==> src/rtl/rvga_types.sv <==
// Shared types for the RVGA memory subsystem: arbiter FSM states, grant side and
// the default error-read pattern.
package rvga_types;

  typedef enum logic [1:0] {
    IDLE    = 2'd0,
    GNT_I   = 2'd1,
    GNT_D   = 2'd2,
    RELEASE = 2'd3
  } arb_state_t;

  typedef enum logic {
    SIDE_I = 1'b0,
    SIDE_D = 1'b1
  } side_t;

  localparam logic [31:0] ERR_DATA_DEFAULT = 32'hDEADBEEF;

endpackage

==> src/rtl/ddr_watchdog.sv <==
// Grant wait counter: cleared while no access is in flight, counts stalled grant
// cycles and flags the final allowed cycle.
module ddr_watchdog #(
  parameter int unsigned TIMEOUT_CYCLES = 1023
) (
  input  logic clk,
  input  logic rst_n,
  input  logic clear,
  input  logic enable,
  output logic expired
);

  localparam int unsigned CW = $clog2(TIMEOUT_CYCLES + 1);
  localparam logic [CW-1:0] LIMIT = CW'(TIMEOUT_CYCLES - 1);

  logic [CW-1:0] count_q, count_d;

  always_comb begin
    count_d = count_q;
    if (clear) begin
      count_d = '0;
    end else if (enable) begin
      count_d = count_q + 1'b1;
    end
  end

  always_ff @(posedge clk or negedge rst_n) begin
    if (!rst_n) begin
      count_q <= '0;
    end else begin
      count_q <= count_d;
    end
  end

  // Expiry is suppressed whenever the memory answers, so a real response wins.
  assign expired = enable && (count_q == LIMIT);

endmodule

==> src/rtl/ddr_arbiter.sv <==
// Two-master (instruction/data) arbiter onto a single DDR request port with
// round-robin tie-break, a one-cycle release gap and a response watchdog.
module ddr_arbiter
  import rvga_types::*;
#(
  parameter int unsigned TIMEOUT_CYCLES = 1023,
  parameter logic [31:0] ERR_DATA       = ERR_DATA_DEFAULT
) (
  input  logic        clk,
  input  logic        rst_n,
  input  logic [31:0] iddr_addr,
  input  logic [31:0] iddr_wdata,
  input  logic        iddr_read,
  input  logic        iddr_write,
  output logic [31:0] iddr_rdata,
  output logic        iddr_resp,
  input  logic [31:0] dddr_addr,
  input  logic [31:0] dddr_wdata,
  input  logic        dddr_read,
  input  logic        dddr_write,
  output logic [31:0] dddr_rdata,
  output logic        dddr_resp,
  output logic [31:0] ddr_addr,
  output logic [31:0] ddr_wdata,
  output logic        ddr_read,
  output logic        ddr_write,
  input  logic [31:0] ddr_rdata,
  input  logic        ddr_resp,
  output logic        timeout_err
);

  arb_state_t state_q, state_d;
  side_t      last_q, last_d;
  logic       i_req, d_req, granted, expired;

  assign i_req   = iddr_read | iddr_write;
  assign d_req   = dddr_read | dddr_write;
  assign granted = (state_q == GNT_I) || (state_q == GNT_D);

  ddr_watchdog #(
    .TIMEOUT_CYCLES(TIMEOUT_CYCLES)
  ) u_watchdog (
    .clk    (clk),
    .rst_n  (rst_n),
    .clear  (!granted),
    .enable (granted && !ddr_resp),
    .expired(expired)
  );

  always_comb begin
    state_d     = state_q;
    last_d      = last_q;
    ddr_addr    = '0;
    ddr_wdata   = '0;
    ddr_read    = 1'b0;
    ddr_write   = 1'b0;
    iddr_resp   = 1'b0;
    dddr_resp   = 1'b0;
    iddr_rdata  = ddr_rdata;
    dddr_rdata  = ddr_rdata;
    timeout_err = 1'b0;
    unique case (state_q)
      IDLE: begin
        if (i_req && (!d_req || last_q == SIDE_D)) begin
          state_d = GNT_I;
          last_d  = SIDE_I;
        end else if (d_req) begin
          state_d = GNT_D;
          last_d  = SIDE_D;
        end
      end
      GNT_I: begin
        ddr_addr  = iddr_addr;
        ddr_wdata = iddr_wdata;
        ddr_read  = iddr_read;
        ddr_write = iddr_write;
        if (!i_req) begin
          state_d = RELEASE;
        end else if (ddr_resp) begin
          iddr_resp = 1'b1;
          state_d   = RELEASE;
        end else if (expired) begin
          iddr_resp   = 1'b1;
          iddr_rdata  = ERR_DATA;
          timeout_err = 1'b1;
          state_d     = RELEASE;
        end
      end
      GNT_D: begin
        ddr_addr  = dddr_addr;
        ddr_wdata = dddr_wdata;
        ddr_read  = dddr_read;
        ddr_write = dddr_write;
        if (!d_req) begin
          state_d = RELEASE;
        end else if (ddr_resp) begin
          dddr_resp = 1'b1;
          state_d   = RELEASE;
        end else if (expired) begin
          dddr_resp   = 1'b1;
          dddr_rdata  = ERR_DATA;
          timeout_err = 1'b1;
          state_d     = RELEASE;
        end
      end
      RELEASE: state_d = IDLE;
      default: state_d = IDLE;
    endcase
  end

  // last_q resets to D so the first tie after reset goes to the instruction side.
  always_ff @(posedge clk or negedge rst_n) begin
    if (!rst_n) begin
      state_q <= IDLE;
      last_q  <= SIDE_D;
    end else begin
      state_q <= state_d;
      last_q  <= last_d;
    end
  end

endmodule

==> config.mk <==
export PLATFORM = sky130hd
export DESIGN_NAME = ddr_arbiter
export DESIGN_NICKNAME = d
export VERILOG_FILES = /design/src/rtl/rvga_types.sv /design/src/rtl/ddr_watchdog.sv /design/src/rtl/ddr_arbiter.sv
export SDC_FILE = /design/constraint.sdc
export NUM_CORES = 1
export LEC_CHECK = 0
export ABC_AREA = 1
export BUFFER_PORTS_ARGS = -buffer_cell sky130_fd_sc_hd__buf_2
export CAP_MARGIN = 0
export CORE_AREA = 2 2 116 118
export CTS_CLUSTER_SIZE = 14
export DETAILED_ROUTE_END_ITERATION = 10
export DIE_AREA = 0 0 118 120
export HOLD_SLACK_MARGIN = 0.15
export SETUP_SLACK_MARGIN = 0.5
export SYNTH_ARGS = -nofsm -noshare
export SYNTH_HDL_FRONTEND = slang
export SYNTH_SLANG_ARGS = --single-unit
==> constraint.sdc <==
create_clock -name clk -period 2.1 [get_ports clk]
set_clock_uncertainty 0.2 [all_clocks]
set_input_delay 0.21 -clock clk [delete_from_list [all_inputs] [get_ports clk]]
set_output_delay 0.21 -clock clk [all_outputs]
set_load 0.05 [all_outputs]
==> reports/results.tsv <==
metric	value	unit
synth_top_area_share	0.363	
leakagePower	3.55	nW
layout_setup_ws	-0.173	ns
power_frac_seq	0.027	
synth_cells	452	
io_pins	300	
insertion_delay	0.24	ns
wirelength	16.8	mm
synth_top_area_cell	nand2_1	
place.gp.congestion	0.836	
violations	negative setup slack	
final_nets	982	
status	finished with violations	
synth_area_leaders	nand2_1, a21oi_1, dfrtp_1	
port_buffers	299	
track_usage	0.196	
fillers	1042	
dpl.hpwl	9.99	mm
first_global_vias	4421	
regToRegEndpoint	state_q[0]	
post-place-ws	0.0342	ns
final_common_cell	buf_2	
final_cell_mix	buf_2, nand2_1, buf_6	
final_util	0.610	
drv_cap	0	
clock_path_buffers	2	
worst_ir_drop_vdd	742	µV
powerDensity	1570	mW/mm²
synthMuxAreaShare	0	
grt_use_met3	0.0328	
criticalPathCategory	flop to output pin	
r2r_cells	8	
switchingPower	6.71	mW
synth_xor_area_frac	0	
detail-route-antenna-nets	0	
ys_ff_latch	13	
htree_levels	1	
met2_usage	0.376	
clkPwrFrac	0.029	
synth_cell_type_count	27	
rr_startpoint	state_q[0]	
yosysSeqAreaShare	0.142	
clock.fmax	440	MHz
yosys.area_share.simple	0.445	
worstMarginPinSlew	0.395	ns
p_int	5.69	mW
period_minus_slack	2.27	ns
grt_overflow	0	
synth_top_family_by_area	simple AND/OR/NAND/NOR gates	
cp.arrival	1.86	ns
path_max_fanout	7	
clkTransAtPathRegs	0.05	ns
num_vias	4444	
syn_to_final_growth	245	%
synth_compound_area_frac	0.197	
finalHoldViolCount	0	
synth_adder_area_share	0.0436	
first_pass_iters	4	
finalSetupViolCount	132	
yosysWarningCount	0	
timing.final.crit_share	1.08	
synth_area_per_cell	5.07	µm²
drc	0	
die_area	0.0142	mm²
slew_viol_final	0	
rsz0062_at_grt	yes	
rrSetupSlack	0.36	ns
async_reset_ff_frac	1.00	
multi_input_area	0.00312	mm²
die_x	118	µm
synth_edf_count	0	
use_met1	0.225	
grt_pass1_wl	22.8	mm
start_util	0.177	
worst_setup_path_end_kind	output pin	
drtIter0Drc	148	
power_frac_comb	0.944	
crit_path_end	dddr_rdata[22]	
num_rows	42	
crit_required	1.69	ns
top_usage_layer	met2	
wl_per_cell	17.1	µm
synth_nets	627	
drive_gt1_frac	0.752	
cts_tree	done	
syn_area	0.00229	mm²
startpoint_type	flop	
cts_num_sinks	13	
grt_max_degree	35	
slew_headroom	0.736	
hold_slack	0.162	ns
crit_path_start	state_q[0]	
synthFlopType	dfrtp_1	
coreArea	0.0130	mm²
swShare	0.541	
register_area	327	µm²
antenna_found_initial	1	
cts_buffers	3	
cts.root.buffer_cell	clkbuf_16	
hp-class	input pin to flop	
vias_per_cell	4.52	
die_h	120	µm
[metrics by stage]
step | setup TNS (ns) | std cells | power [mW] | instance area, µm²
2_1_floorplan | 0 | 452 | 6.42 | 3690
3_3_place_gp | 0 | 927 | 7.87 | 5520
3_5_place_dp | 0 | 927 | 7.87 | 5520
4_1_cts | -7.05 | 961 | 11.1 | 7200
5_1_grt | -18.05 | 983 | 12.9 | 7920
6_report | -9.05 | 983 | 12.4 | 7920
[worst min-delay path by stage]
stage / start / endpoint / slack (ns) / cells past startpoint
5_1_grt: rst_n / u_watchdog.count_q[5] / 0.22 / 2
4_1_cts: dddr_write / state_q[0] / 0.17 / 4
6_report: dddr_write / state_q[0] / 0.16 / 4
3_5_place_dp: rst_n / u_watchdog.count_q[3] / -0.08 / 1
2_1_floorplan: rst_n / state_q[0] / -0.29 / 0
3_3_place_gp: rst_n / u_watchdog.count_q[3] / -0.08 / 1
[critical path, cell delays in order (launching register included)]
cell	delay, ns
dfrtp_1	0.36
inv_2	0.07
ha_4	0.28
nand2_4	0.05
nor2_4	0.09
nand3_4	0.09
clkinv_4	0.09
nand2_8	0.09
buf_12	0.17
nand2_4	0.07
clkinvlp_4	0.09
buf_6	0.16
[registers in the layout (all words and copies together), names as in the netlist]
name                cells
state_q                 2
last_q                  1
u_watchdog.count_q     10
[what timing repair did]
item,4_1_cts,5_1_grt
endpoints found under the hold margin,16,0
cloned,10,13
resized for setup,351,122
buffers inserted,15,8
setup endpoints to repair,137,145
hold buffers,5,0
pin swaps,0,19
[layer usage]
metal,wire length [µm],up-vias
met5,0,-
met4,329,0
met3,775,33
met2,9320,173
met1,6400,2135
li1,-,2103
[kinds of logic (layout without fill, tap and decap cells)]
logic type               after synthesis  in the layout
adder cells (fa/ha/maj)                8              8
other                                  0              1
AO/OA/AOI/OAI                         89             89
flip-flops                            13             13
buffers and inverters                 88            442
AND/OR/NAND/NOR                      254            254
[power groups by stage]
stage,clock network [mW],logic [mW],registers [mW]
2_1_floorplan,0,6.08,0.345
3_3_place_gp,0,7.54,0.329
3_5_place_dp,0,7.54,0.331
4_1_cts,0.369,10.4,0.328
5_1_grt,0.382,12.2,0.336
6_report,0.365,11.7,0.330
[Yosys cell counts, drive strengths merged, types with 2 or more instances]
cell type / number
nand2: 226
a21oi: 72
inv: 59
buf: 20
nor2: 14
o21ai: 14
dfrtp: 12
clkbuf: 8
ha: 8
nand3: 6
nor3: 4
nand4: 2
[cell type report]
type / count / area share
repair inverters: 1 / 0.00205
well taps: 176 / 0.0278
clock buffers: 4 / 0.00995
inverters: 60 / 0.0359
repair buffers: 377 / 0.489
flip-flops and latches: 13 / 0.0412
multi-input cells: 351 / 0.393
diodes: 1 / 0.000316
Power figures use the tool's default switching activity.
